[config.mk]
export PLATFORM = sky130hd
export DESIGN_NAME = dispatch_reservation_station
export DESIGN_NICKNAME = d
export VERILOG_FILES = /design/src/rtl/dispatch_reservation_station.sv
export SDC_FILE = /design/constraint.sdc
export NUM_CORES = 1
export LEC_CHECK = 0
export CAP_MARGIN = 5
export CORE_ASPECT_RATIO = 0.9
export CORE_UTILIZATION = 59
export CTS_BUF_LIST = sky130_fd_sc_hd__clkbuf_2
export CTS_CLUSTER_DIAMETER = 60
export DETAILED_ROUTE_END_ITERATION = 10
export GPL_TIMING_DRIVEN = 1
export PLACE_DENSITY = 0.82
export RECOVER_POWER = 50
export SLEW_MARGIN = 20
export SYNTH_ARGS = -nofsm -noshare
export SYNTH_HDL_FRONTEND = slang
export SYNTH_SLANG_ARGS = --single-unit
[constraint.sdc]
create_clock -name clk -period 12.7 [get_ports clk]
set_input_delay 1.905 -clock clk [delete_from_list [all_inputs] [get_ports clk]]
set_output_delay 1.905 -clock clk [all_outputs]
set_load 0.05 [all_outputs]
[src/rtl/dispatch_reservation_station.sv]
// Dispatch-side reservation station: captures renamed packets, tracks operand
// readiness through a single writeback wakeup bus, and presents the oldest
// fully-ready entry to one functional unit.
//
// Handshakes (valid/ready): a transfer happens on a rising clk edge where the
// producer's valid and the consumer's ready are both 1. Dispatch uses
// disp_pkt.instr_valid / disp_ready; issue uses iss_valid / iss_ready.
// The producer holds its payload while valid=1 and ready=0. ready never
// depends on valid in the same cycle.

package core_pkg;
  // 83-bit rename->dispatch packet
  typedef struct packed {
    logic        instr_valid;
    logic [31:0] pc;
    logic [31:0] imm_val;
    logic [5:0]  dst_preg;
    logic [5:0]  src1_preg;
    logic [5:0]  src2_preg;
  } disp_packet_t;
endpackage

module dispatch_reservation_station
  import core_pkg::*;
#(
  parameter int RS_ENTRIES = 4,
  parameter int NUM_PREGS  = 64,
  localparam int PREG_W    = $clog2(NUM_PREGS),
  localparam int AGE_W     = $clog2(RS_ENTRIES) + 1,
  localparam int IDX_W     = $clog2(RS_ENTRIES)
) (
  input  logic              clk,
  input  logic              rst,
  input  logic              flush,
  input  disp_packet_t      disp_pkt,
  input  logic              disp_src1_rdy,
  input  logic              disp_src2_rdy,
  output logic              disp_ready,
  input  logic              wb_valid,
  input  logic [PREG_W-1:0] wb_preg,
  output logic              iss_valid,
  input  logic              iss_ready,
  output logic [PREG_W-1:0] iss_dst_preg,
  output logic [PREG_W-1:0] iss_src1_preg,
  output logic [PREG_W-1:0] iss_src2_preg,
  output logic [31:0]       iss_imm,
  output logic [31:0]       iss_pc,
  output logic [AGE_W-1:0]  occupancy
);

  logic         ent_valid [RS_ENTRIES];
  logic         ent_s1_rdy[RS_ENTRIES];
  logic         ent_s2_rdy[RS_ENTRIES];
  disp_packet_t ent_pkt   [RS_ENTRIES];
  logic [AGE_W-1:0] ent_age[RS_ENTRIES];
  logic [AGE_W-1:0] seq_cnt;

  logic             free_found;
  logic [IDX_W-1:0] free_idx;
  logic             sel_found;
  logic [IDX_W-1:0] sel_idx;
  logic [AGE_W-1:0] sel_age;
  logic [AGE_W-1:0] age_diff;
  logic             disp_fire;
  logic             iss_fire;
  logic             cap_s1_rdy;
  logic             cap_s2_rdy;

  // Occupancy as a population count of valid bits, so it can never drift
  always_comb begin
    occupancy = '0;
    for (int i = 0; i < RS_ENTRIES; i++) begin
      occupancy = occupancy + AGE_W'(ent_valid[i]);
    end
  end

  assign disp_ready = (occupancy < AGE_W'(RS_ENTRIES));
  assign disp_fire  = disp_pkt.instr_valid && disp_ready && !flush;
  assign iss_fire   = iss_valid && iss_ready;

  // Operand readiness at capture, including a same-cycle writeback
  assign cap_s1_rdy = disp_src1_rdy || (wb_valid && (wb_preg == disp_pkt.src1_preg));
  assign cap_s2_rdy = disp_src2_rdy || (wb_valid && (wb_preg == disp_pkt.src2_preg));

  // Lowest-index free entry for dispatch
  always_comb begin
    free_found = 1'b0;
    free_idx   = '0;
    for (int i = 0; i < RS_ENTRIES; i++) begin
      if (!ent_valid[i] && !free_found) begin
        free_found = 1'b1;
        free_idx   = IDX_W'(i);
      end
    end
  end

  // Oldest-ready select; a negative wrap-aware difference means "older"
  always_comb begin
    sel_found = 1'b0;
    sel_idx   = '0;
    sel_age   = '0;
    age_diff  = '0;
    for (int i = 0; i < RS_ENTRIES; i++) begin
      age_diff = ent_age[i] - sel_age;
      if (ent_valid[i] && ent_s1_rdy[i] && ent_s2_rdy[i] &&
          (!sel_found || age_diff[AGE_W-1])) begin
        sel_found = 1'b1;
        sel_idx   = IDX_W'(i);
        sel_age   = ent_age[i];
      end
    end
  end

  // Issue outputs are zero whenever nothing is presented
  always_comb begin
    iss_valid     = sel_found;
    iss_dst_preg  = '0;
    iss_src1_preg = '0;
    iss_src2_preg = '0;
    iss_imm       = '0;
    iss_pc        = '0;
    if (sel_found) begin
      iss_dst_preg  = ent_pkt[sel_idx].dst_preg;
      iss_src1_preg = ent_pkt[sel_idx].src1_preg;
      iss_src2_preg = ent_pkt[sel_idx].src2_preg;
      iss_imm       = ent_pkt[sel_idx].imm_val;
      iss_pc        = ent_pkt[sel_idx].pc;
    end
  end

  // Entry state: flush beats everything; otherwise wakeup, issue, dispatch
  always_ff @(posedge clk or posedge rst) begin
    if (rst) begin
      seq_cnt <= '0;
      for (int i = 0; i < RS_ENTRIES; i++) begin
        ent_valid[i]  <= 1'b0;
        ent_s1_rdy[i] <= 1'b0;
        ent_s2_rdy[i] <= 1'b0;
        ent_pkt[i]    <= '0;
        ent_age[i]    <= '0;
      end
    end else if (flush) begin
      for (int i = 0; i < RS_ENTRIES; i++) begin
        ent_valid[i] <= 1'b0;
      end
    end else begin
      for (int i = 0; i < RS_ENTRIES; i++) begin
        if (ent_valid[i] && wb_valid && (ent_pkt[i].src1_preg == wb_preg)) begin
          ent_s1_rdy[i] <= 1'b1;
        end
        if (ent_valid[i] && wb_valid && (ent_pkt[i].src2_preg == wb_preg)) begin
          ent_s2_rdy[i] <= 1'b1;
        end
      end
      if (iss_fire) begin
        ent_valid[sel_idx] <= 1'b0;
      end
      // The free slot is never the issuing slot, so these writes don't collide
      if (disp_fire && free_found) begin
        ent_valid[free_idx]  <= 1'b1;
        ent_s1_rdy[free_idx] <= cap_s1_rdy;
        ent_s2_rdy[free_idx] <= cap_s2_rdy;
        ent_pkt[free_idx]    <= disp_pkt;
        ent_age[free_idx]    <= seq_cnt;
        seq_cnt              <= seq_cnt + 1'b1;
      end
    end
  end

endmodule
* Word-level counts from Yosys, hierarchy flattened
Index checks and enable logic that the tools add are counted.
** Storage, ports and cells
- Input bits :: 96
- Logic and storage cells :: 177
- Register bits :: 359
- Output and inout port bits :: 87
** Cells by class
- Eq/ne operators :: 10
- $add $sub $neg :: 7
- Multiplexer cells :: 59
- Bitwise operators :: 6
- Reductions and logical operators :: 49
- Order comparisons :: 5
** Operator list (number)
- bitwise mux 332 bit :: 1
- binary-select mux 83 bit (select 2 bit) :: 1
- demux 83 bit (select 2 bit) :: 1
- 2-to-1 mux 82 bit :: 2
- 2-to-1 mux 83 bit :: 1
- 2-to-1 mux 32 bit :: 2
- == test 6 bit :: 10
- logical AND 1 bit :: 34
- 2-to-1 mux 1 bit :: 28
- 2-to-1 mux 4 bit :: 6
- 2-to-1 mux 6 bit :: 3
- bitwise mux 12 bit :: 1
- 2-to-1 mux 3 bit :: 4
- zero test 1 bit :: 9
- subtractor 3 bit :: 3
- bitwise mux 4 bit :: 2
- 2-to-1 mux 2 bit :: 4
- demux 3 bit (select 2 bit) :: 1
- >= comparator 3 bit (second input constant) :: 2
- < comparator 3 x 1 -> 1 bit (second input constant) :: 2
- inverter 2 -> 3 bit :: 2
- logical OR 1 bit :: 5
- bitwise AND 4 bit :: 1
- demux 1 bit (select 2 bit) :: 2
- other kinds (9) :: 9

* Longest topological paths before layout
Gate-level depths: netlist (run 1).
- Depth in word-level cells :: 27
- Mapped depth :: 31
- Gate-level depth less buffers :: 23

* Worst setup path after synthesis (run 1)
No wires, ideal clock.
- Path kind :: register -> output
- From :: register ent_valid[3] in the netlist's numbering
- To :: output port iss_pc[4]
- Arrival time :: 6.380 ns
- Slack :: 4.415 ns
- Path buffers :: 6
- Required time :: 10.795 ns
- Cell stages (with the launch flop) :: 28
- Cells stage by stage :: dfrtp_1 > buf_2 > and3_1 > clkbuf_1 > nand2_1 > ha_1 > a2111oi_0 > a211oi_2 > buf_4 > clkbuf_1 > nor2_1 > a21oi_1 > ha_1 > o21ai_0 > mux2i_1 > and2_1 > clkbuf_1 > o21ai_0 > ha_1 > o22ai_1 > or4b_2 > nor3_1 > or3_1 > o21a_1 > nor4b_1 > a211o_1 > buf_1 > o221ai_1
** Between the ends
- Longest elaborated chain between the ends :: 20
- Elaborated cells on any way between the ends :: 29
- Classes of those cells :: 3 x add/sub; 14 x mux; 1 x bitwise; 11 x reduce/logical
** RTL lines
- from (decl) :: line 51 : logic ent_valid [RS_ENTRIES];
- from (signal, indexed assignment) :: line 136 : ent_valid[i] <= 1'b0;
- from (signal, indexed assignment) :: line 144 : ent_valid[i] <= 1'b0;
- from (signal, indexed assignment) :: line 156 : ent_valid[sel_idx] <= 1'b0;
- logical AND 1 bit * (2 in series) :: line 105 : if (ent_valid[i] && ent_s1_rdy[i] && ent_s2_rdy[i] &&
- 2-to-1 mux 3 bit or 2-to-1 mux 1 bit (tied branches) :: line 105
- subtractor 3 bit or zero test 1 bit (tied branches) :: line 104, 106
- logical OR 1 bit :: line 106 : (!sel_found || age_diff[AGE_W-1])) begin
- logical AND 1 bit :: line 105
- 2-to-1 mux 3 bit or 2-to-1 mux 1 bit (tied branches) :: line 105
- subtractor 3 bit or zero test 1 bit (tied branches) :: line 104, 106
- logical OR 1 bit :: line 106
- [2 not listed]
- subtractor 3 bit or zero test 1 bit (tied branches) :: line 104, 106
- logical OR 1 bit :: line 106
- logical AND 1 bit :: line 105
- 2-to-1 mux 2 bit :: line 105
- inverter 2 -> 3 bit (implied by the code) :: line 127 : iss_pc = ent_pkt[sel_idx].pc;
- binary-select mux 83 bit (select 2 bit) :: line 127
- 2-to-1 mux 82 bit (implied by the code) (2 in series) :: line 127
- 2-to-1 mux 32 bit * :: line 122 : if (sel_found) begin
- to (decl) :: line 47 : output logic [31:0] iss_pc,
Mark *: on every way between the ends. The rest lies on a longest branch, timed or not. The select of a mux whose other input is x is not followed.

* Worst setup path after layout (run 1)
- From :: register ent_valid[3] in the netlist's numbering
- To :: output port iss_pc[0]
The elaborated chain is that of the path after synthesis.

==> results.sh, run 1 <==
export IMPL_status="finished with violations"
export IMPL_violations="capacitance limit, slew limit"
export IMPL_setup_slack_ns=1.19
export IMPL_synth_ff_type="dfrtp_1"
export IMPL_drv_slew=458
export IMPL_area_growth_syn_to_layout_pct=15.9
export IMPL_setup_viol=0
export IMPL_rsz0062_at_grt="no"
export IMPL_holdWs_ns=0.502
export IMPL_grt_usage_pct=29.1
export IMPL_cts_tree="yes"
export IMPL_async_flop_share_pct=100
export IMPL_cap_violations=7
export IMPL_vias=13000
export IMPL_synthXorXnorAreaFrac_pct=3.20
export IMPL_startpoint_type="register"
export IMPL_drtPass1Iterations=8
export IMPL_fin_crit_ns=11.51
export IMPL_final_cells=2180
export IMPL_place_ws_ns=2.21
export IMPL_coreArea_um2=29000
export IMPL_power_total_mw=2.99
export IMPL_cts_htree_levels=3
export IMPL_cts_resized=0
export IMPL_ctsRootBufferMaster="clkbuf_2"
export IMPL_path_class="reg2out"
export IMPL_power_density_nw_per_um2=147
export IMPL_initial_core_util_pct=60.4
export IMPL_setup_tns_ns=0
export IMPL_insertion_delay_ns=0.90
export IMPL_rows=59
export IMPL_antenna_found_initial=2
export IMPL_ant_nets=0
export IMPL_yosys_area_top_type_share_pct=50.7
export IMPL_cp_data_arrival_time_ns=9.60
export IMPL_netlist_instances=1547
export IMPL_routed_via_density=5.94
export IMPL_drcViolationCount=0
export IMPL_grt_max_degree=128
export IMPL_synth_fa_ha_area_share_pct=0.543
export IMPL_path_clk_slew_ns=0.09
export IMPL_power_leakage_nw=9.15
export IMPL_grt_ovfl_total=0
export IMPL_synth_compound_area_share_pct=14.2
export IMPL_wl_per_cell_um=19.7
export IMPL_synth_ff_latch_count=355
export IMPL_mappedNetlistNets=1650
export IMPL_wirelength_um=42900
export IMPL_gp_congestion=0.889
export IMPL_die_x_um=184
export IMPL_synth_area_per_cell_um2=11.3
export IMPL_synth_top_area_cell="dfrtp_1"
export IMPL_period_share_pct=90.6
export IMPL_fmaxAchievable_mhz=86.9
export IMPL_nNetsFinal=1827
export IMPL_post_synth_num_cell_types=58
export IMPL_die_area_um2=30400
export IMPL_cts_hold_buf=0
export IMPL_finalHoldViolCount=0
export IMPL_seq_area_frac_synth_pct=50.7
export IMPL_clock_skew_ns=0.0878
export IMPL_hpwl_um=26600
export IMPL_cts_buffers=89
export IMPL_maxSlewHeadroom_pct=-235
export IMPL_holdCritPathClass="reg2reg"
export IMPL_synth_top_family_by_area="multiplexers"
export IMPL_crit_fanout=56
export IMPL_io_pins=183
export IMPL_yosys_area_share_simple_pct=9.31
export IMPL_yosysWarnings=0
export IMPL_ir_worst_vdd_mv=0.0756
export IMPL_fill_cells=2134
export IMPL_dp_cells=2029
export IMPL_io_buffers=182
export IMPL_clock_sinks=355
export IMPL_worst_slew_pin_slew_ns=5.00
export IMPL_netlist_area_um2=17500
export IMPL_synth_enable_flop_cells=0
export IMPL_synth_mux_area_share_pct=17.2
export IMPL_synthTopCellsByArea="dfrtp_1 51%, mux2_2 17%, o221ai_2 5.9%, nand2_1 3.9%, and3_1 2.8%"
export IMPL_crit_path_end_kind="output pin"
export IMPL_grt_pass1_wl_um=69400
export IMPL_drt_iter0_drc=959
export IMPL_grt_pass1_vias=13300
export IMPL_die_height_um=165
export IMPL_clock_path_buffers=3
export IMPL_cts_setup_buffers=0
export IMPL_required_ns=10.80
export IMPL_drive_gt1_share_pct=28.2
-- layout by cell type (no fill, tap or decap), types with 3 or more instances in the layout --
cell and n:
a211oi_1 4, a21oi_1 86, a221oi_1 6, a22o_1 9, a32o_1 10, a41o_1 3, and3_1 79, buf_4 13
bufinv_16 3, clkbuf_1 6, clkbuf_2 130, clkdlybuf4s50_1 180, clkinv_1 12, dfrtp_1 355, ha_1 6, inv_1 82
mux2_2 267, nand2_1 180, nand2b_1 4, nand3_1 10, nand4_1 11, nor2_1 17, nor3_1 16, nor4_1 6
o21ai_0 96, o221ai_1 6, o221ai_2 69, or3_1 3, xnor2_1 31, xor2_1 33
-- cell usage after synthesis, drive strengths merged (2+ instances only) --
master     n
o22ai      2
mux2     267
and3      79
clkbuf    81
nand4     11
inv       83
ha         6
buf       35
a41o       3
nand3     10
o31ai      2
a22o       9
nor3      16
a21oi     88
nor2      18
a211oi     5
dfrtp    355
xor2      33
o21a       2
nor4       6
and2       3
a211o      2
xnor2     31
a221oi     6
a21boi     2
a311oi     2
o221ai    75
a32o      10
or3        3
nand2    182
nand2b     5
o21ai     96
a2111oi    2
-- area by class of cell --
class                      count  area [µm²]  share of cell area (%)
antenna                        1        2.50                  0.0123
clock buffer                 130         651                    3.21
clock inverter                20         170                   0.839
inverter                      83         313                    1.54
multi-input combinational    993        7820                    38.5
sequential                   355        8880                    43.8
tap                          396         495                    2.44
timing repair buffer         202        1950                    9.63
-- stage by stage --
stage | utilization [%] | cell area, µm²
6_report | 69.9 | 20300
5_1_grt | 69.9 | 20300
4_1_cts | 70.1 | 20300
3_5_place_dp | 67.2 | 19500
3_3_place_gp | 67.2 | 19500
2_1_floorplan | - | 17500
-- power by group --
group          total, mW  leakage, nW  internal (mW)  switching [mW]
clock              0.782        0.617          0.332           0.450
combinational      0.686         4.38          0.342           0.344
sequential          1.52         4.15           1.37           0.154
-- final timing paths --
check / startpoint / to / slack, ns / depth (start not counted)
min in group asynchronous: rst / ent_pkt[288] / 2.98 / 2
worst max register to register: ent_valid[3] / ent_valid[1] / 5.17 / 22
worst max-delay path: ent_valid[3] / iss_pc[0] / 1.19 / 23
worst min register to register: ent_pkt[209] / ent_pkt[209] / 0.50 / 1
max in group asynchronous: rst / ent_age[8] / 3.83 / 4
worst min-delay path: ent_pkt[209] / ent_pkt[209] / 0.50 / 1
-- kinds of logic after synthesis --
| group | after synthesis |
|---|---|
| DFF | 355 |
| and+or+nand+nor | 342 |
| AOI/OAI and AO/OA | 312 |
| muxes | 268 |
| buffers and inverters | 199 |
| xor gates and xnor gates | 64 |
| adders and majority gates | 7 |
-- per-layer routing --
metal  global-route usage (%)  up-vias  share of wire, %
met2                     45.8      438                48
met5                        0        -             0.026
met3                     6.49       78               6.6
met4                     10.8        2               2.1
li1                         -     5901                 -
met1                     39.7     6541                43
-- flip-flops by register name (all words and copies together), names as in the netlist --
register and cells:
ent_age 12, ent_pkt 328, ent_s1_rdy 4, ent_s2_rdy 4
ent_valid 4, seq_cnt 3
-- critical path, cell delays in order (launching register included) --
cell	delay, ns
dfrtp_1	0.54
and3_1	0.34
nand2_1	0.11
ha_1	0.33
a2111oi_0	0.76
a211oi_4	0.08
buf_4	0.33
a21oi_1	0.25
ha_1	0.53
a211oi_1	0.11
mux2i_1	0.33
and2_2	0.62
o21ai_0	0.17
ha_1	0.34
o22ai_1	0.22
or4b_2	0.15
nor3_1	0.04
or3_1	0.36
o21a_1	0.21
or4_1	0.58
nand2_4	0.77
buf_4	0.55
o221ai_1	0.18
clkdlybuf4s50_1	0.73
Note: power is estimated with default switching activity, not from simulation.
==> run 2: changes to the inputs <==
ABC_AREA = 1   (was default)
CORE_UTILIZATION = 53   (was 59)
PLACE_DENSITY = 0.77   (was 0.82)
clock period = 10.1 ns   (was 12.7 ns; I/O delays follow)
==> run 2 against run 1 <==
Against the previous run:
- the flow still finishes with violations (capacitance limit, slew limit)
- non-clock buffer count shrank 2
- sequential power grew 18%
- routed wire length grew 6.1%
- worst hold slack lost 0.011 ns
- die area grew 9.0%
- combinational power grew 5.0%
- clock power grew 14%
- synthesized cell count grew 43%
- flip-flop and latch count is the same
- critical path depth grew 7
- global-route usage shrank 0.69 points
- largest cell class unchanged
==> results.sh, run 2 <==
export IMPL_fill_cells=2810
export IMPL_top_regs="ent_pkt x328, ent_age x12"
export IMPL_area_growth_syn_to_layout_pct=15.2
export IMPL_synth_ff_latch_count=355
export IMPL_clock_path_buffers=3
export IMPL_slowest_stage="clkdlybuf4s50_1"
export IMPL_netlist_area_um2=17200
export IMPL_synth_most_common_cell="nand2_1"
export IMPL_ir_worst_vdd_mv=0.0835
export IMPL_grt_pass1_wl_um=75700
export IMPL_fin_crit_ns=8.73
export IMPL_drt_iter0_drc=1461
export IMPL_r2r_end="ent_pkt[112]"
export IMPL_cts_resized=0
export IMPL_finalHoldViolCount=0
export IMPL_hpwl_um=28200
export IMPL_detailed_place_area_um2=19100
export IMPL_holdPathEnd="ent_pkt[222]"
export IMPL_final_common_cell="nand2_1"
export IMPL_cts_hold_buf=0
export IMPL_antenna_found_initial=3
export IMPL_power_density_nw_per_um2=172
export IMPL_synth_area_per_cell_um2=7.77
export IMPL_hp_start="ent_pkt[222]"
export IMPL_grt_usage_pct=28.4
export IMPL_coreArea_um2=31900
export IMPL_setup_viol=0
export IMPL_drcViolationCount=0
export IMPL_multi_input_area_um2=6890
export IMPL_die_height_um=173
export IMPL_initial_core_util_pct=53.9
export IMPL_synth_top_area_cell="dfrtp_1"
export IMPL_drv_slew=553
export IMPL_worst_slew_pin_slew_ns=4.13
export IMPL_grt_pass1_vias=14900
export IMPL_yosys_top_cells_count="494 x nand2_1, 356 x o21ai_0, 355 x dfrtp_1, 267 x nor2_1, 257 x nand3_1"
export IMPL_ant_nets=0
export IMPL_synth_enable_flop_cells=0
export IMPL_grt_ovfl_total=0
export IMPL_cts_buffers=91
export IMPL_routed_via_density=5.50
export IMPL_gp_congestion=0.909
export IMPL_path_clk_slew_ns=0.12
export IMPL_regArea_um2=8880
export IMPL_cp_data_arrival_time_ns=7.21
export IMPL_path_class="reg2out"
export IMPL_holdCritPathClass="reg2reg"
export IMPL_cts_htree_levels=3
export IMPL_maxSlewHeadroom_pct=-175
export IMPL_period_share_pct=86.4
export IMPL_io_buffers=182
export IMPL_crit_path_end_kind="output pin"
export IMPL_max_stage_delay_ns=0.82
export IMPL_cap_violations=8
export IMPL_crit_fanout=80
export IMPL_wl_per_cell_um=16.1
export IMPL_setup_tns_ns=0
export IMPL_die_x_um=192
export IMPL_top_register="ent_pkt"
export IMPL_clock_skew_ns=0.104
export IMPL_reg2reg_setup_slack_ns=4.57
export IMPL_required_ns=8.59
export IMPL_netlist_instances=2210
export IMPL_worst_path_most_repeated_cell="nand2_1"
export IMPL_nNetsFinal=2461
export IMPL_hold_path_cell_count=2
export IMPL_drive_gt1_share_pct=7.18
export IMPL_rsz0062_at_grt="no"
export IMPL_reg2regPathDepth=9
export IMPL_async_flop_share_pct=100
export IMPL_cts_tree="yes"
export IMPL_mappedNetlistNets=2313
export IMPL_fin_area_um2=19800
export IMPL_startpoint_type="register"
export IMPL_drtPass1Iterations=5
export IMPL_yosys_area_top_type_share_pct=51.7
export IMPL_vias=15600
export IMPL_io_pins=183
export IMPL_die_area_um2=33100
export IMPL_wirelength_um=45500
export IMPL_power_leakage_nw=9.45
export IMPL_post_synth_num_cell_types=41
export IMPL_synthTopCellsByArea="dfrtp_1 52%, nand2_1 11%, o21ai_0 10%, nand3_1 7.5%, nor2_1 5.8%"
export IMPL_insertion_delay_ns=0.92
export IMPL_rows=62
export IMPL_fmaxAchievable_mhz=115
export IMPL_final_cell_mix="494 x nand2_1, 356 x o21ai_0, 355 x dfrtp_1"
export IMPL_worstReg2RegStart="ent_valid[3]"
export IMPL_yosysWarnings=0
export IMPL_synth_ff_type="dfrtp_1"
export IMPL_seq_area_frac_synth_pct=51.7
export IMPL_cts_setup_buffers=0
export IMPL_clock_sinks=355
export IMPL_ctsRootBufferMaster="clkbuf_2"
export IMPL_largest_reg_flops=328
export IMPL_violations="capacitance limit, slew limit"
export IMPL_grt_max_degree=122
export IMPL_status="finished with violations"
run 2: cell count changes in the layout (fill, tap and decap cells not counted), sizes merged, moves of 25 or more:
| cell | change |
|---|---|
| and3 | -79 |
| mux2 | -267 |
| inv | +135 |
| nor2 | +250 |
| nand2 | +319 |
| nand3 | +251 |
| a21oi | -80 |
| xnor2 | -25 |
| xor2 | -26 |
| o221ai | -75 |
| o21ai | +261 |
run 2: through the flow:
step           cells  utilization [%]  setup WS (ns)  hold WS [ns]  total power [mW]
2_1_floorplan   2210                -           3.83         0.444              2.31
3_3_place_gp    2680             59.9           2.42         0.465              2.52
3_5_place_dp    2680             59.9           2.35         0.473              2.54
4_1_cts         2825             62.1           1.28         0.494              3.44
5_1_grt         2827             62.0          0.623         0.508              3.64
6_report        2828             62.1           1.37         0.490              3.41
run 2: cell families after synthesis:
family,Yosys count,share of synthesized area (%)
flip-flops,355,51.7
AO/OA/AOI/OAI,408,12.5
XOR/XNOR,13,0.663
adder cells (fa/ha/maj),7,0.554
buffers and inverters,361,8.31
AND/OR/NAND/NOR,1066,26.2
run 2: area by class of cell:
| class | instances | area share (%) |
|---|---|---|
| clock buffers | 128 | 3.24 |
| repair buffers | 200 | 9.96 |
| well taps | 416 | 2.63 |
| flip-flops and latches | 355 | 44.9 |
| inverters | 216 | 4.10 |
| diodes | 2 | 0.0253 |
| clock inverters | 17 | 0.329 |
| multi-input cells | 1494 | 34.8 |
run 2: worst max-delay path by stage:
stage                  from     endpoint
2_1_floorplan           rst   ent_age[0]
3_3_place_gp   ent_valid[3]  iss_imm[14]
3_5_place_dp   ent_valid[3]  iss_imm[11]
4_1_cts        ent_valid[3]  iss_imm[21]
5_1_grt        ent_valid[3]    iss_pc[1]
6_report       ent_valid[3]  iss_imm[21]
run 2: power by group:
part	switching, mW	internal [mW]
Sequential	0.139	1.66
Clock	0.556	0.333
Combinational	0.454	0.266
run 2: routing by layer:
| layer | vias to the layer above | routed length (µm) | track usage [%] |
|---|---|---|---|
| met1 | 7297 | 20700 | 42.1 |
| li1 | 7469 | - | - |
| met3 | 129 | 3690 | 5.16 |
| met4 | 2 | 1460 | 11.1 |
| met5 | - | 13 | 0 |
| met2 | 655 | 19700 | 41.2 |
run 2: worst max-delay path, delay by kind of cell (launching register included):
kind                       cells  cell delay, ns
adders and majority gates      3            0.80
AOI/OAI and AO/OA              2            0.52
DFF                            1            0.51
buffers and inverters          3            1.86
and+or+nand+nor               22            2.54
